===== src/rtl/config_pkg.sv =====
// ============================================================================
// Module      : config_pkg
// Description : Shared cache configuration record, sizing helpers and the
//               refill request type used by the icache refill engine.
// Revision    : 1.0 - initial release
// ============================================================================
`default_nettype none

package config_pkg;

    typedef struct packed {
        int unsigned PLEN;
        int unsigned ICACHE_LINE_WIDTH;
        int unsigned ICACHE_OFFSET_WIDTH;
        int unsigned ICACHE_INDEX_WIDTH;
        int unsigned ICACHE_TAG_WIDTH;
        int unsigned ICACHE_SET_ASSOC_WIDTH;
    } cfg_t;

    localparam cfg_t EmptyCfg = '{
        PLEN:                   32,
        ICACHE_LINE_WIDTH:      256,
        ICACHE_OFFSET_WIDTH:    5,
        ICACHE_INDEX_WIDTH:     6,
        ICACHE_TAG_WIDTH:       21,
        ICACHE_SET_ASSOC_WIDTH: 2
    };

    function automatic int unsigned icache_beats(input cfg_t cfg, input int unsigned bus_width);
        return cfg.ICACHE_LINE_WIDTH / bus_width;
    endfunction

    // A single-beat line still needs a 1-bit slot/counter to keep vectors legal.
    function automatic int unsigned icache_slot_width(input cfg_t cfg, input int unsigned bus_width);
        int unsigned beats;
        beats = icache_beats(cfg, bus_width);
        return (beats > 1) ? $clog2(beats) : 1;
    endfunction

    typedef struct packed {
        logic [63:0] paddr;
        logic [7:0]  way;
    } icache_refill_req_t;

endpackage

`default_nettype wire


===== src/rtl/icache_refill.sv =====
// ============================================================================
// Module      : icache_refill
// Description : Single-outstanding icache miss refill engine: one burst read,
//               beat assembly into a line, line write handshake. Define
//               ICACHE_REFILL_CWF_EN for critical-word-first wrapping bursts.
// Revision    : 1.0 - initial release
// ============================================================================
`default_nettype none

module icache_refill
    import config_pkg::*;
#(
    parameter cfg_t        Cfg       = EmptyCfg,
    parameter int unsigned BUS_WIDTH = 64
) (
    input  logic                                  clk_i,
    input  logic                                  rst_i,
    input  logic                                  miss_valid_i,
    output logic                                  miss_ready_o,
    input  logic [Cfg.PLEN-1:0]                   miss_paddr_i,
    input  logic [Cfg.ICACHE_SET_ASSOC_WIDTH-1:0] miss_way_i,
    input  logic                                  kill_i,
    output logic                                  mem_req_valid_o,
    input  logic                                  mem_req_ready_i,
    output logic [Cfg.PLEN-1:0]                   mem_req_addr_o,
    output logic [3:0]                            mem_req_len_o,
    input  logic                                  mem_rsp_valid_i,
    output logic                                  mem_rsp_ready_o,
    input  logic [BUS_WIDTH-1:0]                  mem_rsp_data_i,
    input  logic                                  mem_rsp_last_i,
    input  logic                                  mem_rsp_err_i,
    output logic                                  refill_valid_o,
    input  logic                                  refill_ready_i,
    output logic [Cfg.ICACHE_INDEX_WIDTH-1:0]     refill_index_o,
    output logic [Cfg.ICACHE_TAG_WIDTH-1:0]       refill_tag_o,
    output logic [Cfg.ICACHE_SET_ASSOC_WIDTH-1:0] refill_way_o,
    output logic [Cfg.ICACHE_LINE_WIDTH-1:0]      refill_data_o,
    output logic                                  refill_err_o
);

    localparam int unsigned PLEN   = Cfg.PLEN;
    localparam int unsigned LINE_W = Cfg.ICACHE_LINE_WIDTH;
    localparam int unsigned OFFSET = Cfg.ICACHE_OFFSET_WIDTH;
    localparam int unsigned INDEX  = Cfg.ICACHE_INDEX_WIDTH;
    localparam int unsigned TAG    = Cfg.ICACHE_TAG_WIDTH;
    localparam int unsigned WAY_W  = Cfg.ICACHE_SET_ASSOC_WIDTH;
    localparam int unsigned BEATS  = icache_beats(Cfg, BUS_WIDTH);
    localparam int unsigned SW     = icache_slot_width(Cfg, BUS_WIDTH);

`ifdef ICACHE_REFILL_CWF_EN
    localparam int unsigned ALIGN_BITS = $clog2(BUS_WIDTH / 8);
`else
    localparam int unsigned ALIGN_BITS = OFFSET;
`endif
    localparam logic [PLEN-1:0] ALIGN_MASK = PLEN'((64'd1 << ALIGN_BITS) - 64'd1);
    localparam logic [SW-1:0]   SLOT_MASK  = SW'(BEATS - 1);
    localparam logic [SW-1:0]   LAST_CNT   = SW'(BEATS - 1);

    if (BEATS < 1 || BEATS > 16 || (BEATS & (BEATS - 1)) != 0 ||
        BEATS * BUS_WIDTH != LINE_W) begin : g_bad_beats
        $error("icache_refill: LINE_WIDTH/BUS_WIDTH must be a power of two in 1..16");
    end

    typedef enum logic [1:0] {
        S_IDLE  = 2'd0,
        S_REQ   = 2'd1,
        S_RECV  = 2'd2,
        S_WRITE = 2'd3
    } refill_state_e;

    refill_state_e     state_q;
    logic [PLEN-1:0]   paddr_q;
    logic [WAY_W-1:0]  way_q;
    logic [SW-1:0]     cnt_q;
    logic              err_q;
    logic              killed_q;
    logic [LINE_W-1:0] line_q;
    logic              miss_ready_q;
    logic              mem_req_valid_q;
    logic              mem_rsp_ready_q;
    logic              refill_valid_q;

    logic [SW-1:0]     beat_slot;
    logic              beat_end;
    logic              beat_proto_err;

`ifdef ICACHE_REFILL_CWF_EN
    logic [SW-1:0] start_slot;
    assign start_slot = SW'(paddr_q >> ALIGN_BITS) & SLOT_MASK;
    assign beat_slot  = (start_slot + cnt_q) & SLOT_MASK;
`else
    assign beat_slot  = cnt_q;
`endif

    // A burst ends on last or on the final expected beat; disagreement poisons it.
    assign beat_end       = mem_rsp_last_i | (cnt_q == LAST_CNT);
    assign beat_proto_err = mem_rsp_last_i ^ (cnt_q == LAST_CNT);

    always_ff @(posedge clk_i or posedge rst_i) begin
        if (rst_i) begin
            state_q         <= S_IDLE;
            paddr_q         <= '0;
            way_q           <= '0;
            cnt_q           <= '0;
            err_q           <= 1'b0;
            killed_q        <= 1'b0;
            line_q          <= '0;
            miss_ready_q    <= 1'b1;
            mem_req_valid_q <= 1'b0;
            mem_rsp_ready_q <= 1'b0;
            refill_valid_q  <= 1'b0;
        end else begin
            case (state_q)
                S_IDLE: begin
                    if (miss_valid_i) begin
                        paddr_q         <= miss_paddr_i;
                        way_q           <= miss_way_i;
                        cnt_q           <= '0;
                        err_q           <= 1'b0;
                        killed_q        <= 1'b0;
                        miss_ready_q    <= 1'b0;
                        mem_req_valid_q <= 1'b1;
                        state_q         <= S_REQ;
                    end
                end
                S_REQ: begin
                    if (kill_i) killed_q <= 1'b1;
                    if (mem_req_ready_i) begin
                        mem_req_valid_q <= 1'b0;
                        mem_rsp_ready_q <= 1'b1;
                        state_q         <= S_RECV;
                    end
                end
                S_RECV: begin
                    if (kill_i) killed_q <= 1'b1;
                    if (mem_rsp_valid_i) begin
                        line_q[beat_slot*BUS_WIDTH +: BUS_WIDTH] <= mem_rsp_data_i;
                        cnt_q <= cnt_q + SW'(1);
                        err_q <= err_q | mem_rsp_err_i | beat_proto_err;
                        if (beat_end) begin
                            mem_rsp_ready_q <= 1'b0;
                            refill_valid_q  <= !(killed_q || kill_i);
                            state_q         <= S_WRITE;
                        end
                    end
                end
                default: begin
                    // A killed line is never offered, so it retires immediately.
                    if (!refill_valid_q || refill_ready_i) begin
                        refill_valid_q <= 1'b0;
                        miss_ready_q   <= 1'b1;
                        state_q        <= S_IDLE;
                    end
                end
            endcase
        end
    end

    assign miss_ready_o    = miss_ready_q;
    assign mem_req_valid_o = mem_req_valid_q;
    assign mem_req_addr_o  = paddr_q & ~ALIGN_MASK;
    assign mem_req_len_o   = 4'(BEATS - 1);
    assign mem_rsp_ready_o = mem_rsp_ready_q;
    assign refill_valid_o  = refill_valid_q;
    assign refill_index_o  = paddr_q[OFFSET +: INDEX];
    assign refill_tag_o    = paddr_q[PLEN-1 -: TAG];
    assign refill_way_o    = way_q;
    assign refill_data_o   = line_q;
    assign refill_err_o    = err_q;

endmodule

`default_nettype wire


===== config.mk =====
export PLATFORM = sky130hd
export DESIGN_NAME = icache_refill
export DESIGN_NICKNAME = d
export VERILOG_FILES = /design/src/rtl/config_pkg.sv /design/src/rtl/icache_refill.sv
export SDC_FILE = /design/constraint.sdc
export NUM_CORES = 1
export LEC_CHECK = 0
export BUFFER_PORTS_ARGS = -buffer_cell sky130_fd_sc_hd__buf_2
export CAP_MARGIN = 20
export CORE_MARGIN = 2
export CORE_UTILIZATION = 40
export CTS_CLUSTER_DIAMETER = 60
export DETAILED_ROUTE_END_ITERATION = 16
export PLACE_DENSITY = 0.72
export SKIP_LAST_GASP = 1
export SLEW_MARGIN = 0
export SYNTH_ARGS = -nofsm -noshare
export SYNTH_HDL_FRONTEND = slang
export SYNTH_SLANG_ARGS = --single-unit

===== constraint.sdc =====
create_clock -name clk_i -period 17.7 [get_ports clk_i]
set_input_delay 3.54 -clock clk_i [delete_from_list [all_inputs] [get_ports clk_i]]
set_output_delay 3.54 -clock clk_i [all_outputs]
set_load 0.01 [all_outputs]

==> reports/qor.txt, run 1 <==
setup slack, reg-to-reg -> 14.15 ns
Crit Path Max Fanout -> 65
Clock Root Buffer -> clkbuf_16
Core Area -> 28500 sq um
RSZ-0062 raised after global routing -> no
Clock Skews -> 0.0111 ns
vias per cell -> 5.12
worst hold stages -> 2
hold slack -> 0.477 ns
final estimated routing congestion in global placement -> 0.822
via count -> 9123
Fin. Hold Viols -> 0
GRT Total Usage -> 21.6%
Die Y -> 174 um
fraction of layout cells with a size suffix above 1 -> 37.1%
post-synthesis cell area -> 11500 sq um
max_cap viols -> 0
Antenna diodes -> 0
CP endpoint kind -> register
commonest non-fill, non-tap cell in the layout -> buf_2
fmax -> 0.177 GHz
EDFF count, synth -> 0
Final Power -> 2040 uW
grt ovf -> 0
Final Non-Filler Cells -> 1782
average size of a mapped cell -> 11.3 sq um
Starting Density -> 40.4%
Synth top area share -> 63.8%
Seq/Total Area, Yosys -> 64.0%
RR Endpoint -> refill_data_o[192]
first-pass GRT wire length -> 52.4 mm
ranking of synthesized cells by area -> dfrtp_1 (64%), a22o_1 (9.8%), nand2_1 (8.5%), o21ai_0 (5.8%), mux2_2 (2.8%)
Gate Count Post-Synth -> 1020
ys flop type -> dfrtp_1
# H-tree levels -> 1
hold buffers post-CTS -> 0
top cell type by total area after synthesis -> dfrtp_1
pwr/cell area -> 139 nW/um^2
Worst EP required -> 18.18 ns
Async S/R FF share, synth -> 100%
initial antenna violation count -> 0
DRT Pass-1 Iters -> 5
pin slew with the least headroom to its limit -> 0.999 ns
setup_tns -> 0 ns
Buffers on Ports -> 418
Leak -> 0.00769 uW
Detail Placement HPWL -> 22.1 mm
# placed instances -> 1729
cts repair resizes -> 0
Synth cell types -> 31
Max clock buf depth -> 3
TritonCTS clock tree -> done
drc violations -> 0
setup bufs post-CTS -> 0
clock-pin slew on the worst setup and hold paths -> 0.06 ns
Worst slew margin -> 33.4%
commonest cells after routing, fill and taps aside -> buf_2 (418), dfrtp_1 (294), nand2_1 (261)
vias in the first global route -> 9173
max-slew violations -> 0
Yosys reg bits -> 295
Peak supply drop -> 0.0675 mV
# IOs -> 433
hold crit path type -> reg2reg
Sink Count -> 295
Crit Path Category -> in2reg
layout net count -> 1497
num rows -> 62
routed length per placed instance -> 18.7 um
Yosys warning total -> 0
Tcrit/Tclk final -> 32.0%
largest net degree at the start of global routing -> 138
Final Setup Violations -> 0
Critical Path Start Type -> primary input
Hold Crit Start -> refill_data_o[180]
status -> finished, final reports clean
Final Critical Period -> 5.66 ns
Die ar. -> 30200 sq um
Detail Route Antenna Nets -> 0
Worst R2R Start -> state_q[0]
final WL -> 33.3 mm
worst r2r path cells -> 6
CTS Buf Count -> 30
Die X-Extent -> 174 um
Crit path arrival time -> 6.15 ns
Worst Hold Endpoint -> refill_data_o[180]
area delta synth->final -> 27.6%
DR iter-0 viols -> 404
worst skew pair latency -> 0.56 ns
[cell usage after synthesis (2+ instances only)]
master,number
o21ai_0,134
and3_1,2
buf_1,6
dfrtp_1,294
buf_2,35
nand3b_1,2
buf_4,42
inv_1,8
mux2_2,29
nand2b_1,3
mux2_1,2
ha_1,12
a21oi_1,6
nand2_1,261
a22o_1,129
clkbuf_1,27
conb_1,2
nor2_1,7
nand3_1,7
[cell type report]
cell class | count | area [sq um]
clock buffer | 41 | 882
clock inverter | 11 | 121
fill | 2580 | 13800
inverter | 8 | 37.5
multi-input combinational | 614 | 3600
sequential | 295 | 7380
tap | 384 | 480
timing repair buffer | 429 | 2210
[how the worst max path moves through the flow]
stage,from,endpoint,slack [ns],cells after the start
2_1_floorplan,rst_i,beat_slot[0],6.01,1
3_3_place_gp,mem_rsp_valid_i,refill_data_o[200],11.42,5
3_5_place_dp,mem_rsp_valid_i,refill_data_o[192],11.39,5
4_1_cts,mem_rsp_valid_i,refill_data_o[192],11.98,5
5_1_grt,mem_rsp_valid_i,refill_data_o[192],11.83,5
6_report,mem_rsp_valid_i,refill_data_o[192],12.04,5
[registers in the layout, indices dropped and copies added (netlist names)]
signal	cells
mem_req_valid_o	1
state_q	2
miss_ready_o	1
beat_slot	2
killed_q	1
refill_data_o	256
refill_way_o	2
refill_valid_o	1
paddr_q	27
mem_rsp_ready_o	1
refill_err_o	1
[stage by stage]
| stage | setup slack (ns) | cell area (sq um) | utilization, % |
|---|---|---|---|
| after floorplan | 6.01 | 11600 | - |
| after global placement | 11.42 | 13700 | 47.8 |
| after detailed placement | 11.39 | 13700 | 47.9 |
| after CTS | 11.98 | 14700 | 51.5 |
| after global routing | 11.83 | 14700 | 51.6 |
| final | 12.04 | 14700 | 51.6 |
[critical path, stage by stage]
cell,delay (ns)
buf_2,0.24
nand3_4,0.70
nor2_4,0.78
buf_4,0.58
a22o_1,0.23
[routing by layer]
metal / global-route usage, % / wire length [um] / up-vias
met3: 5.37 / 2770 / 56
met4: 6.13 / 808 / 0
li1: - / - / 4168
met2: 35.7 / 15700 / 385
met5: 0 / 0 / -
met1: 28.4 / 14000 / 4514
[logic make-up after synthesis]
kind of cell    after synthesis  synth area share [%]
fa+ha+maj                    12                  1.30
mux                          31                  3.03
other cells                   2                0.0651
flops                       295                  64.0
compound gates              274                  16.2
simple gates                288                  9.77
buf+inv                     118                  5.59
[power breakdown]
group | total, uW | internal (uW) | switching, uW
sequential | 865 | 790 | 74.8
combinational | 538 | 233 | 305
clock | 637 | 375 | 262
Power figures use the tool's default switching activity.
==> run 2: changes to the inputs <==
- ABC_AREA: unset -> 1
- PLACE_DENSITY: 0.72 -> 0.71
- clock period: 17.7 -> 5.5 ns (I/O delays scaled with it)
==> run 2 against run 1 <==
  * Total power rose to 3.6 times the previous value
  * First-iteration DRC count rose by 130%
  * Count of clock-buffer cells in the layout rose by 9
  * Sequential share of layout area fell by 2.7 points
  * Critical endpoint is now refill_data_o[4]
  * Worst hold slack improved by 0.024 ns
  * Final area rose by 5.8%
  * Flip-flop and latch count did not move
  * Combinational power rose to 4.7 times the previous value
==> reports/qor.txt, run 2 <==
Fin. Hold Viols -> 0
max-slew violations -> 0
Final Critical Period -> 3.31 ns
worst r2r path cells -> 7
setup_tns -> 0 ns
TritonCTS clock tree -> done
max reg flops -> 256
RR Endpoint -> refill_data_o[4]
area delta synth->final -> 26.1%
pwr/cell area -> 476 nW/um^2
# IOs -> 433
pin slew with the least headroom to its limit -> 1.07 ns
grt ovf -> 0
top cell type by total area after synthesis -> dfrtp_1
drc violations -> 0
vias per cell -> 5.58
Yosys reg bits -> 295
RSZ-0062 raised after global routing -> no
slowest stage cell, crit path -> nor2_4
setup bufs post-CTS -> 0
Die X-Extent -> 180 um
Net Switching -> 2840 uW
Die ar. -> 32300 sq um
CP Depth -> 7
CP endpoint -> refill_data_o[4]
vias in the first global route -> 11331
fmax -> 0.302 GHz
routed length per placed instance -> 20.0 um
commonest non-fill, non-tap cell in the layout -> buf_2
fraction of layout cells with a size suffix above 1 -> 32.7%
Clock Skews -> 0.0136 ns
Tcrit/Tclk final -> 60.2%
critical-path cell list -> inv_1 > ha_1 > nand2_8 > nor2_4 > buf_4 > nand3_1 > nand2_1
Starting Density -> 40.5%
Combinational Power Share -> 34.0%
register area -> 7380 sq um
Clock Power Share -> 30.1%
worst setup margin -> 2.19 ns
via count -> 11281
largest net degree at the start of global routing -> 149
Synth Area in Simple Gates -> 11.2%
post-synthesis cell area -> 12300 sq um
most common library cells after synthesis -> o21ai_0 (388), dfrtp_1 (294), nand2_1 (154), nand3_1 (132), clkbuf_1 (79)
Top delay family on crit path -> simple AND/OR/NAND/NOR gates
hold buffers post-CTS -> 0
Async S/R FF share, synth -> 100%
initial antenna violation count -> 2
Worst slew margin -> 28.4%
switch share -> 38.3%
Detail Route Antenna Nets -> 0
DRT Pass-1 Iters -> 7
hold crit path type -> reg2reg
Crit Path Category -> reg2reg
num rows -> 64
Core Area -> 30500 sq um
layout net count -> 1721
worst skew pair latency -> 0.50 ns
# H-tree levels -> 2
xor and xnor area share after synthesis -> 0%
DR iter-0 viols -> 909
CTS Buf Count -> 34
Clock Root Buffer -> clkbuf_16
Die Y -> 180 um
Final Setup Violations -> 0
Gate Count Post-Synth -> 1269
Max clock buf depth -> 3
sequential share of power -> 35.9%
Crit Path Max Fanout -> 148
Synth top area share -> 59.6%
Worst R2R Start -> state_q[0]
final estimated routing congestion in global placement -> 0.854
Peak supply drop -> 0.280 mV
GRT Total Usage -> 24.6%
Leak -> 0.00806 uW
critical path launch point -> state_q[0]
commonest cells after routing, fill and taps aside -> buf_2 (418), o21ai_0 (388), dfrtp_1 (293)
Buffers on Ports -> 418
ranking of synthesized cells by area -> dfrtp_1 (60%), o21ai_0 (16%), nand3_1 (5.4%), nand2_1 (4.7%), o21ai_1 (2.8%)
Synth cell types -> 27
count leader, synth -> o21ai_0
final WL -> 40.3 mm
Sink Count -> 295
setup slack, reg-to-reg -> 2.19 ns
average size of a mapped cell -> 9.73 sq um
Adder-Cell Fraction of Synth Area -> 1.22%
Crit path largest cell delay -> 1.03 ns
Worst EP required -> 5.93 ns
cts repair resizes -> 0
Crit path arrival time -> 3.74 ns
status -> finished, final reports clean
CP endpoint kind -> register
max_cap viols -> 0
Detail Placement HPWL -> 25.1 mm
main combinational cell family by area after synthesis -> compound AO/OA/AOI/OAI gates
first-pass GRT wire length -> 64.4 mm
Place WS -> 1.93 ns
Synth Area in Compound Gates -> 18.6%
# fillers -> 2847
EDFF count, synth -> 0
Multi-input gate area -> 4210 sq um
ys flop type -> dfrtp_1
Pint -> 4570 uW
CP Buf/Inv Count -> 2
Critical Path Start Type -> register
Yosys warning total -> 0
clock-pin slew on the worst setup and hold paths -> 0.06 ns
Seq/Total Area, Yosys -> 59.8%
multiplexer area fraction after synthesis -> 2.64%
run 2: changes by cell type after synthesis, moves of 5 or more:
cell | before | now
o21ai_0 | 134 | 388
a22o_1 | 129 | 0
nand3_1 | 7 | 132
nand2_1 | 261 | 154
o21ai_1 | 0 | 68
clkbuf_1 | 27 | 79
buf_2 | 35 | 21
inv_1 | 8 | 16
buf_1 | 6 | 1
nor2_1 | 7 | 12
run 2: cell type report:
class	instances	share of cell area [%]
Timing Repair Buffer	435	14.8
Inverter	19	0.498
Antenna cell	2	0.0321
Multi-Input combinational cell	817	27.0
Clock buffer	50	6.44
Sequential cell	295	47.4
Tap cell	396	3.18
Clock inverter	7	0.635
run 2: per-layer routing:
| metal | share of wire, % | vias up | GRT usage, % |
|---|---|---|---|
| met5 | 0 | - | 0 |
| met1 | 39 | 5607 | 31.6 |
| met4 | 3.6 | 0 | 9.95 |
| met3 | 8.7 | 114 | 6.06 |
| met2 | 48 | 548 | 40.2 |
| li1 | - | 5012 | - |
run 2: cell families after synthesis:
kind of cell | Yosys count
compound gates | 458
simple gates | 309
flops | 295
buf+inv | 164
mux | 29
fa+ha+maj | 12
other cells | 2
run 2: worst min-delay path by stage:
stage                       start                 end  slack (ns)  cells past startpoint
2_1_floorplan            killed_q            killed_q        0.47                      2
4_1_cts        refill_data_o[118]  refill_data_o[118]        0.50                      2
6_report        refill_data_o[44]   refill_data_o[44]        0.50                      2
3_5_place_dp    refill_data_o[44]   refill_data_o[44]        0.49                      2
3_3_place_gp             killed_q            killed_q        0.48                      2
5_1_grt           refill_way_o[0]     refill_way_o[0]        0.52                      1
run 2: worst min-delay path, stage by stage, from the launching register on:
cell     delay (ns)
dfrtp_1        0.33
o21ai_0        0.07
nand2_1        0.06
run 2: power by group through the flow:
stage / Clock (uW) / Combinational, uW / Sequential, uW
after floorplan: 0 / 1540 / 2820
after global placement: 0 / 2440 / 2680
after detailed placement: 0 / 2480 / 2690
after CTS: 2280 / 2490 / 2660
after global routing: 2360 / 2730 / 2700
final: 2230 / 2520 / 2660
run 2: per-stage QoR:
stage | hold slack, ns | cells | util, % | instance area (sq um) | total power [uW]
after global placement | 0.482 | 1959 | 47.2 | 14400 | 5110
final | 0.501 | 2021 | 51.0 | 15600 | 7410
after CTS | 0.505 | 2018 | 50.9 | 15500 | 7420
after floorplan | 0.468 | 1276 | - | 12400 | 4360
after global routing | 0.518 | 2021 | 51.0 | 15600 | 7800
after detailed placement | 0.489 | 1961 | 47.3 | 14400 | 5170
